--- src/rtl/cmd_pkg.sv ---
// Shared types and helpers for the serial command dispatcher: opcodes, FSM states,
// default frame geometry and address-width functions.
package cmd_pkg;

    localparam logic [7:0] OP_READROW = 8'h52;
    localparam logic [7:0] OP_PIXEL   = 8'h50;
    localparam logic [7:0] OP_FILL    = 8'h46;
    localparam logic [7:0] OP_BRIGHT  = 8'h42;

    localparam int ERR_COUNT_W = 8;

    localparam int DEF_PIXEL_HEIGHT    = 32;
    localparam int DEF_PIXEL_WIDTH     = 64;
    localparam int DEF_BYTES_PER_PIXEL = 3;

    typedef enum logic [1:0] {IDLE, ACTIVE, ABORT} dispatch_state_t;

    function automatic int num_row_address_bits(input int height);
        return (height > 1) ? $clog2(height) : 1;
    endfunction

    function automatic int num_column_address_bits(input int width);
        return (width > 1) ? $clog2(width) : 1;
    endfunction

    function automatic int num_pixelcolorselect_bits(input int bpp);
        return (bpp > 1) ? $clog2(bpp) : 1;
    endfunction

    function automatic logic [ERR_COUNT_W-1:0] sat_inc(input logic [ERR_COUNT_W-1:0] v);
        return (v == '1) ? v : v + 1'b1;
    endfunction

endpackage

--- src/rtl/cmd_watchdog.sv ---
// Inactivity counter: cleared on demand, counts while enabled, flags the cycle in
// which the count would reach TIMEOUT_CYCLES.
module cmd_watchdog #(
    parameter int TIMEOUT_CYCLES = 65535,
    localparam int CNT_W = $clog2(TIMEOUT_CYCLES + 1)
) (
    input  logic clk,
    input  logic reset,
    input  logic clear,
    input  logic enable,
    output logic expire
);

    localparam logic [CNT_W-1:0] LAST = CNT_W'(TIMEOUT_CYCLES - 1);

    logic [CNT_W-1:0] count;

    // Expiry coincides with the increment that reaches TIMEOUT_CYCLES.
    assign expire = enable && !clear && (count == LAST);

    always_ff @(posedge clk or negedge reset) begin
        if (!reset)
            count <= '0;
        else if (clear)
            count <= '0;
        else if (enable)
            count <= count + 1'b1;
    end

endmodule

--- src/rtl/control_cmd_dispatcher.sv ---
// Opcode decoder and byte router for the serial command path; also muxes the
// handlers' framebuffer write ports onto the single RAM port.
module control_cmd_dispatcher
    import cmd_pkg::*;
#(
    parameter int NUM_HANDLERS = 4,
    parameter logic [NUM_HANDLERS*8-1:0] OPCODE_TABLE = {OP_BRIGHT, OP_FILL, OP_PIXEL, OP_READROW},
    parameter int PIXEL_HEIGHT    = DEF_PIXEL_HEIGHT,
    parameter int PIXEL_WIDTH     = DEF_PIXEL_WIDTH,
    parameter int BYTES_PER_PIXEL = DEF_BYTES_PER_PIXEL,
    parameter int TIMEOUT_CYCLES  = 65535,
    localparam int RW = num_row_address_bits(PIXEL_HEIGHT),
    localparam int CW = num_column_address_bits(PIXEL_WIDTH),
    localparam int PW = num_pixelcolorselect_bits(BYTES_PER_PIXEL)
) (
    input  logic                       clk,
    input  logic                       reset,
    input  logic                       data_valid,
    input  logic [7:0]                 data_in,
    output logic [NUM_HANDLERS-1:0]    handler_enable,
    output logic [7:0]                 handler_data,
    output logic [NUM_HANDLERS-1:0]    handler_abort,
    input  logic [NUM_HANDLERS-1:0]    handler_done,
    input  logic [NUM_HANDLERS-1:0]    handler_we,
    input  logic [NUM_HANDLERS-1:0]    handler_as,
    input  logic [NUM_HANDLERS*RW-1:0] handler_row,
    input  logic [NUM_HANDLERS*CW-1:0] handler_col,
    input  logic [NUM_HANDLERS*PW-1:0] handler_pix,
    input  logic [NUM_HANDLERS*8-1:0]  handler_do,
    output logic                       ram_we,
    output logic                       ram_access_start,
    output logic [RW-1:0]              ram_row,
    output logic [CW-1:0]              ram_col,
    output logic [PW-1:0]              ram_pix,
    output logic [7:0]                 ram_do,
    output logic                       busy,
    output logic                       unknown_opcode,
    output logic                       timeout,
    output logic [ERR_COUNT_W-1:0]     err_count
);

    localparam int IW = (NUM_HANDLERS > 1) ? $clog2(NUM_HANDLERS) : 1;

    dispatch_state_t state;
    logic [IW-1:0]   active_idx;
    logic            prev_as;

    logic            match;
    logic [IW-1:0]   match_idx;
    logic            wd_clear, wd_enable, wd_expire;

    logic            sel_done, sel_we, sel_as;
    logic [RW-1:0]   sel_row;
    logic [CW-1:0]   sel_col;
    logic [PW-1:0]   sel_pix;
    logic [7:0]      sel_do;

    // Scan downward so the lowest matching slot is the one kept.
    always_comb begin
        match     = 1'b0;
        match_idx = '0;
        for (int i = NUM_HANDLERS - 1; i >= 0; i--) begin
            if (data_in == OPCODE_TABLE[i*8 +: 8]) begin
                match     = 1'b1;
                match_idx = IW'(i);
            end
        end
    end

    assign sel_done = handler_done[active_idx];
    assign sel_we   = handler_we[active_idx];
    assign sel_as   = handler_as[active_idx];
    assign sel_row  = handler_row[int'(active_idx)*RW +: RW];
    assign sel_col  = handler_col[int'(active_idx)*CW +: CW];
    assign sel_pix  = handler_pix[int'(active_idx)*PW +: PW];
    assign sel_do   = handler_do[int'(active_idx)*8 +: 8];

    assign handler_data   = data_in;
    assign handler_enable = (state == ACTIVE && data_valid) ? (NUM_HANDLERS'(1) << active_idx) : '0;
    assign busy           = (state != IDLE);

    assign wd_enable = (state == ACTIVE);
    assign wd_clear  = data_valid && ((state == ACTIVE) || (state == IDLE && match));

    cmd_watchdog #(.TIMEOUT_CYCLES(TIMEOUT_CYCLES)) u_watchdog (
        .clk    (clk),
        .reset  (reset),
        .clear  (wd_clear),
        .enable (wd_enable),
        .expire (wd_expire)
    );

    always_ff @(posedge clk or negedge reset) begin
        if (!reset) begin
            state            <= IDLE;
            active_idx       <= '0;
            prev_as          <= 1'b0;
            unknown_opcode   <= 1'b0;
            timeout          <= 1'b0;
            handler_abort    <= '0;
            err_count        <= '0;
            ram_we           <= 1'b0;
            ram_access_start <= 1'b0;
            ram_row          <= '0;
            ram_col          <= '0;
            ram_pix          <= '0;
            ram_do           <= '0;
        end else begin
            unknown_opcode <= 1'b0;
            timeout        <= 1'b0;
            handler_abort  <= '0;
            ram_we         <= 1'b0;
            ram_do         <= '0;
            case (state)
                IDLE: begin
                    if (data_valid) begin
                        if (match) begin
                            state      <= ACTIVE;
                            active_idx <= match_idx;
                            // Adopt the new handler's level so a switch is never seen as a toggle.
                            prev_as    <= handler_as[match_idx];
                        end else begin
                            unknown_opcode <= 1'b1;
                            err_count      <= sat_inc(err_count);
                        end
                    end
                end
                ACTIVE: begin
                    ram_we  <= sel_we;
                    ram_row <= sel_row;
                    ram_col <= sel_col;
                    ram_pix <= sel_pix;
                    ram_do  <= sel_do;
                    prev_as <= sel_as;
                    if (sel_as != prev_as)
                        ram_access_start <= ~ram_access_start;
                    if (sel_done) begin
                        state <= IDLE;
                    end else if (wd_expire) begin
                        state         <= ABORT;
                        handler_abort <= NUM_HANDLERS'(1) << active_idx;
                        timeout       <= 1'b1;
                        err_count     <= sat_inc(err_count);
                    end
                end
                ABORT:   state <= IDLE;
                default: state <= IDLE;
            endcase
        end
    end

endmodule

--- config.mk ---
export PLATFORM = sky130hd
export DESIGN_NAME = control_cmd_dispatcher
export DESIGN_NICKNAME = d
export VERILOG_FILES = /design/src/rtl/cmd_pkg.sv /design/src/rtl/cmd_watchdog.sv /design/src/rtl/control_cmd_dispatcher.sv
export SDC_FILE = /design/constraint.sdc
export NUM_CORES = 1
export LEC_CHECK = 0
export ABC_AREA = 1
export CAP_MARGIN = 25
export CORE_MARGIN = 8
export CORE_UTILIZATION = 44
export DETAILED_ROUTE_END_ITERATION = 8
export PLACE_DENSITY_LB_ADDON = 0.08
export SETUP_SLACK_MARGIN = 0.2
export SYNTH_ARGS = -nofsm -noshare
export SYNTH_HDL_FRONTEND = slang
export SYNTH_SLANG_ARGS = --single-unit
--- constraint.sdc ---
create_clock -name clk -period 3.7 [get_ports clk]
set_input_delay 1.11 -clock clk [delete_from_list [all_inputs] [get_ports clk]]
set_output_delay 1.11 -clock clk [all_outputs]
set_load 0.02 [all_outputs]
==> Yosys cells after proc, flatten, opt, wreduce, memory -nomap -nowiden <==
Cells that the tools add are included.
{ "word_totals": {"reg_bits": 58, "in_bits": 107, "output_inout_bits": 50, "wordCells": 100} }
{ "op_classes": {"add_sub_neg": 2, "multipliers": 2, "order_cmp": 2, "eq_ne": 14, "shifts": 5, "mux": 44, "n_bitwise": 1, "n_reduce_logical": 16} }
{ "op_table": {"columns": ["cell", "count"], "rows": [
  ["two-way mux 8 bit", 6],
  ["equality test 8 x 7 -> 1 bit, second input constant", 4],
  ["two-way mux 16 bit", 2],
  ["variable part select 32 x 6 -> 8 bit", 1],
  ["variable part select 24 x 6 -> 6 bit", 1],
  ["variable part select 20 x 6 -> 5 bit", 1],
  ["two-way mux 1 bit", 17],
  ["adder 16 x 1 -> 16 bit, second input constant", 1],
  ["equality test 16 bit, second input constant", 1],
  ["two-way mux 2 bit", 8],
  ["two-way mux 4 bit", 4],
  ["case mux 8 bit (2 select lines)", 1],
  ["inequality test 2 bit, second input constant", 5],
  ["AND reduction 3 bit", 3],
  ["adder 8 x 1 -> 8 bit, second input constant", 1],
  ["binary-select mux 1 bit (select 2 bit)", 4],
  ["equality test 8 bit, second input constant", 1],
  ["variable part select 8 x 4 -> 2 bit", 1],
  ["less-than comparator 2 x 3 -> 1 bit, second input constant", 2],
  ["nonzero test 2 bit", 3],
  ["logical AND 1 bit", 5],
  ["multiplier 2 x 3 -> 5 bit, second input constant", 1],
  ["AND reduction 5 bit", 1],
  ["multiplier 2 x 2 -> 4 bit, second input constant", 1],
  ["other kinds (11)", 11]
]} }

==> Logic depth before layout (Yosys ltp) <==
Gate-level depths: netlist of the first run.
{ "depth": {"word_depth": 14, "depth_mapped": 11} }

==> By module <==
From an unflattened synthesis of the first run, not the netlist that was laid out.
{ "hier_totals": {"cells_unflattened": 446, "area_unflattened_um2": 3367.0} }
{ "by_module_without_submodules": {"columns": ["mod", "n_inst", "cells_each", "area_per_inst_um2", "seq_area_each_um2"], "rows": [
  ["control_cmd_dispatcher", 1, 319, 2417.3, 1051.0],
  ["cmd_watchdog", 1, 127, 949.7, 400.4]
]} }

==> Worst setup path after synthesis of the first run <==
OpenSTA, ideal clock, no wires.
{ "synth_timing": {"path_kind": "input -> output", "from": "in data_valid", "to": "out handler_enable[0]", "t_arrival_ns": 1.499, "required_time_ns": 2.590, "slack_ns": 1.091, "stages": 2, "path_buffers": 0, "path_cell_list": "nand2_1 nor2_1"} }
{ "synth_via": {"elab_chain_len": 2} }
{ "synth_rtl": {"columns": ["element", "line_no", "text"], "rows": [
  ["from (decl)", "control_cmd_dispatcher.sv:18", "input logic data_valid,"],
  ["logical AND 1 bit", "control_cmd_dispatcher.sv:79", "assign handler_enable = (state == ACTIVE && data_valid) ? (NUM_HANDLERS'(1) << active_idx) : '0;"],
  ["two-way mux 4 bit", "control_cmd_dispatcher.sv:79", null],
  ["to (decl)", "control_cmd_dispatcher.sv:20", "output logic [NUM_HANDLERS-1:0] handler_enable,"]
]} }
Every way passes these cells.

==> Worst setup path after layout of the first run <==
{ "layout_timing": {"from": "in data_in[1]", "to": "out handler_data[1]"} }
{ "layout_lines": {"columns": ["element", "line_no", "text"], "rows": [
  ["from (decl)", "control_cmd_dispatcher.sv:19", "input logic [7:0] data_in,"],
  ["to (decl)", "control_cmd_dispatcher.sv:21", "output logic [7:0] handler_data,"]
]} }
No word-level cell between the ends.

==> results of run 1 <==
==> sequential cells by signal (all words and copies together) (netlist names) <==
register / cells
ram_we: 1
ram_pix: 2
ram_access_start: 1
ram_do: 8
ram_col: 6
unknown_opcode: 1
timeout: 1
active_idx: 2
prev_as: 1
handler_abort: 4
err_count: 8
u_watchdog.count: 16
state: 2
ram_row: 5
==> power breakdown <==
part	switching [mW]	leakage (nW)	internal [mW]
sequential	0.122	0.716	0.781
clock	0.264	0.105	0.377
combinational	0.410	1.42	0.406
total	0.796	2.24	1.56
==> what timing repair did <==
action	4_1_cts	5_1_grt
hold endpoints to repair	0	0
buffers inserted	0	0
resized for setup	4	3
setup endpoints to repair	4	2
pin swaps	0	0
==> layout make-up <==
| type | count | area [µm²] | share of cell area |
|---|---|---|---|
| Tap cell | 99 | 123.9 | 0.02438 |
| Clock buffer | 9 | 123.9 | 0.02438 |
| Inverter | 39 | 146.4 | 0.02881 |
| Clock inverter | 7 | 93.84 | 0.01847 |
| Multi-Input combinational cell | 294 | 1556 | 0.3063 |
| Sequential cell | 58 | 1451 | 0.2856 |
| Timing Repair Buffer | 161 | 1585 | 0.3120 |
==> final timing paths <==
path | from | endpoint | slack [ns] | cells past startpoint
worst min-delay path | ram_pix[1] | ram_pix[1] | 0.49 | 2
max in group asynchronous | reset | ram_row[1] | 2.07 | 2
min in group asynchronous | reset | err_count[3] | 0.75 | 1
worst min register to register | ram_pix[1] | ram_pix[1] | 0.49 | 2
worst max-delay path | data_in[1] | handler_data[1] | 0.34 | 2
worst max register to register | state[1] | err_count[7] | 1.65 | 9
==> layer usage <==
| layer | vias to the layer above | part of all wire |
|---|---|---|
| li1 | 1661 | - |
| met1 | 1624 | 0.38 |
| met2 | 116 | 0.51 |
| met3 | 14 | 0.098 |
| met4 | 0 | 0.018 |
| met5 | - | 0 |
==> cells by family (layout without fill, tap and decap cells) <==
| kind of cell | after synthesis | after routing |
|---|---|---|
| flip-flops | 58 | 58 |
| AND/OR/NAND/NOR | 220 | 220 |
| adder cells (fa/ha/maj) | 3 | 3 |
| buffers and inverters | 60 | 216 |
| AO/OA/AOI/OAI | 55 | 55 |
| XOR/XNOR | 16 | 16 |
==> cell usage after synthesis (2+ instances only) <==
library cell and n:
a21oi_1 4, a22oi_1 26, a31oi_1 12, a41oi_1 9
buf_1 4, buf_2 2, buf_4 8, clkbuf_1 7
dfrtp_1 58, ha_1 3, inv_1 32, inv_2 7
nand2_1 117, nand3_1 15, nand3_2 2, nand3b_1 3
nand4_1 11, nor2_1 53, nor2_2 5, nor3_1 7
xnor2_1 5, xor2_1 11
==> per-stage QoR <==
step                      cell area [µm²]  power [mW]  cells  worst slack, ns
after detailed placement             4870       1.733    651         -0.01959
after global routing                 5081       2.500    667           0.2786
after global placement               4870       1.712    651         -0.04673
after floorplan                      3261       1.327    412            1.091
after CTS                            5082       2.381    667           0.2412
final                                5081       2.360    667           0.3364
==> placed cells by master, fill, tap and decap left out, types with 2 or more instances in the layout <==
cell / instances
clkdlybuf4s50_1: 151
nand2_1: 116
dfrtp_1: 58
nor2_1: 52
inv_1: 32
a22oi_1: 26
nand3_1: 15
a31oi_1: 12
nand4_1: 11
xor2_1: 11
a41oi_1: 9
clkbuf_8: 9
inv_2: 7
nor3_1: 7
nor2_2: 6
xnor2_1: 5
buf_4: 5
a21oi_1: 4
nand3b_1: 3
ha_1: 3
dlygate4sd2_1: 3
nand3_2: 2
nand2_2: 2
bufinv_16: 2
clkinvlp_4: 2
clkinv_2: 2
==> metrics.yaml, run 1 <==
fin_nets: 673
ios: 157
place.gp.congestion: 0.7973
yosysUniqueCellTypes: 33
cts_root_buf: "clkbuf_8"
status: "finished clean"
cts_buffer_depth: 2
htreeDepth: 3
grt_pass1_vias: 3730
synth-simple-area-share: 0.2974
via_count: 3415
antenna_found_initial: 0
criticalPathCategory: "in -> out"
ys_ff_latch: 58
core-area_um2: 7214
area_growth_pct: 55.83
max_freq_ghz: 0.2973
grtUsageMet2: 0.3733
cap_violations: 0
gr-usage-met3: 0.09877
synth-edff-count: 0
ir_drop_mv: 0.2363
hold_ws_ns: 0.4858
wl_per_cell_um: 16.30
start_kind: "primary input"
diodes: 0
path_max_fanout: 3
cts_buffers: 9
drt_iter0_drc: 112
synth_fa_ha_area_frac: 0.01151
setup-violations-final: 0
grt_max_degree: 36
die_h_um: 102.1
met1_usage: 0.2281
tns_ns: 0
worst-path-buf-inv: 2
tightest_slew_ns: 0.5887
port_buffers: 156
hold_class: "reg -> reg"
grt_usage: 0.2176
dr.pass1.iters: 4
syn-num-nets: 522
vias_per_cell: 5.120
busiest_layer: "met2"
syn_avg_cell_area_um2: 7.914
rows: 31
p_per_area_nw_per_um2: 464.5
ys_seq_area_frac: 0.4451
floorplan.initialDensity: 0.4520
ctsHoldBuffers: 0
overflow: 0
nFillCells: 606
worstPathArrival_ns: 2.25
min_period_ns: 3.364
rsz0062_at_grt: "false"
ant_nets: 0
yosys.area_share.xor_xnor: 0.04298
finalHoldViolations: 0
route.detailed.drc: 0
fin_crit_sh: 0.9091
path_clk_slew_ns: 0.06
synthArstFlopShare: 1.000
synth_top_family_by_area: "simple AND/OR/NAND/NOR gates"
slew_viol_final: 0
clock_latency_ns: 0.34
synth_area_um2: 3261
cts.sink_count: 58
synth_compound_area_frac: 0.1239
final_util: 0.7043
cts_tree: "built"
skew_ns: 0.01150
synth_area_leaders: "dfrtp_1 45%, nand2_1 13%, nor2_1 6.1%, a22oi_1 6.0%, inv_1 3.7%"
wl_um: 10870
die_width_um: 102.1
crit_top_cell: "clkdlybuf4s50_1"
yosys_warnings: 0
grt_pass1_wl_um: 17750
synth.largest_area_cell: "dfrtp_1"
cp-end-kind: "output pin"
slew-limit-headroom: 0.6066
crit_required_ns: 2.59
crit_chain: "clkdlybuf4s50_1 > clkdlybuf4s50_1"
crit_family: "buffers and inverters"
synth.area.mux_share: 0
place_hpwl_um: 8524
syn_inst: 412
synth.top_cell.area_share: 0.4451
crit_slowest_cell: "clkdlybuf4s50_1"
cpPeakStageDelay_ns: 0.63
drive_gt1_frac: 0.07923
power.leakage_nw: 2.245
die_area_um2: 10420
ys.flop_type: "dfrtp_1"
Power figures use the tool's default switching activity.
==> run 2: changes to the inputs <==
--- a/config.mk
+++ b/config.mk
@@ -10,7 +10,8 @@
 export CORE_MARGIN = 8
 export CORE_UTILIZATION = 44
 export DETAILED_ROUTE_END_ITERATION = 8
-export PLACE_DENSITY_LB_ADDON = 0.08
+export PLACE_DENSITY = 0.95
+export RECOVER_POWER = 100
 export SETUP_SLACK_MARGIN = 0.2
 export SYNTH_ARGS = -nofsm -noshare
 export SYNTH_HDL_FRONTEND = slang
==> metrics.yaml, run 2 (same netlist as run 1, synthesis figures left out) <==
status: "complete, but fails checks"
violations: "capacitance limit, slew limit"
grtUsageMet2: 0.3523
crit_top_cell: "dlygate4sd3_1"
hold_class: "reg -> reg"
path_clk_slew_ns: 0.07
grt_pass1_wl_um: 16570
gr-usage-met3: 0.07493
floorplan.initialDensity: 0.4520
crit_family: "buffers and inverters"
grt_pass1_vias: 3606
worst-path-buf-inv: 2
area_growth_pct: 54.80
cts_root_buf: "clkbuf_8"
met1_usage: 0.2109
swShare: 0.3425
route.detailed.drc: 0
tns_ns: 0
slew-limit-headroom: -0.05636
ctsHoldBuffers: 0
busiest_layer: "met2"
htreeDepth: 3
place_hpwl_um: 8286
rows: 31
wl_um: 10400
p_clk_frac: 0.278
overflow: 0
start_kind: "primary input"
vias_per_cell: 5.182
crit_chain: "dlygate4sd3_1 > dlygate4sd3_1"
cpPeakStageDelay_ns: 0.70
skew_ns: 0.008177
grt_usage: 0.2032
placed_area_um2: 4877
cts_resized: 4
crit_slowest_cell: "dlygate4sd3_1"
ant_nets: 0
cellInternalPower_mw: 1.531
final_design_area_no_fill_um2: 5047
via_count: 3467
ir_drop_mv: 0.2752
grt_max_degree: 36
rsz0062_at_grt: "false"
combPwrFrac: 0.333
top_register: "u_watchdog.count"
drt_iter0_drc: 91
timing.final.ws_setup_ns: 0.2330
die_area_um2: 10420
final_cell_mix: "118 x nand2_1, 80 x clkdlybuf4s50_1, 71 x dlygate4sd3_1, 58 x dfrtp_1, 53 x nor2_1"
ios: 157
post_cts.repair.setup_buffers: 0
clock_latency_ns: 0.34
hold_ws_ns: 0.4947
antenna_found_initial: 1
fin_crit_sh: 0.9370
reg_top3: "u_watchdog.count (16), err_count (8), ram_do (8)"
criticalPathCategory: "in -> out"
power.leakage_nw: 2.300
finalHoldViolations: 0
cts.sink_count: 58
cts_buffers: 9
min_period_ns: 3.467
cap_violations: 1
place_ws_ns: 0.06674
crit_required_ns: 2.59
die_h_um: 102.1
p_total_mw: 2.329
slew_viol_final: 30
fin_nets: 674
wl_per_cell_um: 15.54
place.gp.congestion: 0.8340
die_width_um: 102.1
p_sw_mw: 0.7976
cp-end-kind: "output pin"
cts_tree: "built"
port_buffers: 156
mostFrequentLayoutCell: "nand2_1"
drive_gt1_frac: 0.05975
dr.pass1.iters: 4
power_frac_seq: 0.389
path_max_fanout: 2
cts_buffer_depth: 2
p_per_area_nw_per_um2: 461.5
tightest_slew_ns: 1.585
setup-violations-final: 0
max_freq_ghz: 0.2884
worstPathArrival_ns: 2.36
core-area_um2: 7214
largest_register_ffs: 16
run 2: cell types whose count changed in the layout (fill, tap and decap cells not counted), moves of 2 or more:
cell             delta
clkbuf_1            +5
buf_4               -2
clkdlybuf4s50_1    -71
nand3_2             -2
nand3_1             +3
nand2_1             +2
dlygate4sd3_1      +71
run 2: power groups by stage:
stage,Combinational (mW),Sequential (mW),Clock (mW)
after floorplan,0.336,0.991,0
after global placement,0.792,0.908,0
after detailed placement,0.819,0.915,0
after CTS,0.823,0.907,0.663
after global routing,0.847,0.924,0.689
final,0.776,0.905,0.648
run 2: per-layer routing:
layer	vias to the layer above	wire (µm)	share of wire
met4	0	304	0.029
met1	1625	3953	0.38
met5	-	0	0
met2	150	5318	0.51
li1	1667	-	-
met3	25	823	0.079
run 2: path summary, 6_finish.rpt:
| check | from | to | slack (ns) | depth (start not counted) |
|---|---|---|---|---|
| setup / recovery | data_in[6] | handler_data[6] | 0.23 | 2 |
| hold / removal | ram_pix[1] | ram_pix[1] | 0.49 | 2 |
| setup reg to reg | state[1] | err_count[0] | 1.21 | 9 |
| hold reg to reg | ram_pix[1] | ram_pix[1] | 0.49 | 2 |
| max in group asynchronous | reset | u_watchdog.count[4] | 0.99 | 2 |
| min in group asynchronous | reset | err_count[4] | 0.80 | 1 |
run 2: stage by stage:
stage,cells,utilization
global route,669,0.6996
detailed placement,652,0.6760
CTS,668,0.7055
floorplan,412,-
finish,669,0.6996
global placement,652,0.6760
run 2: cell type report:
class	instances	area, µm²
well taps	99	123.9
fillers	578	2167
flip-flops and latches	58	1451
multi-input cells	294	1521
repair buffers	162	1584
inverters	39	146.4
diodes	1	2.502
clock buffers	10	127.6
clock inverters	6	90.09
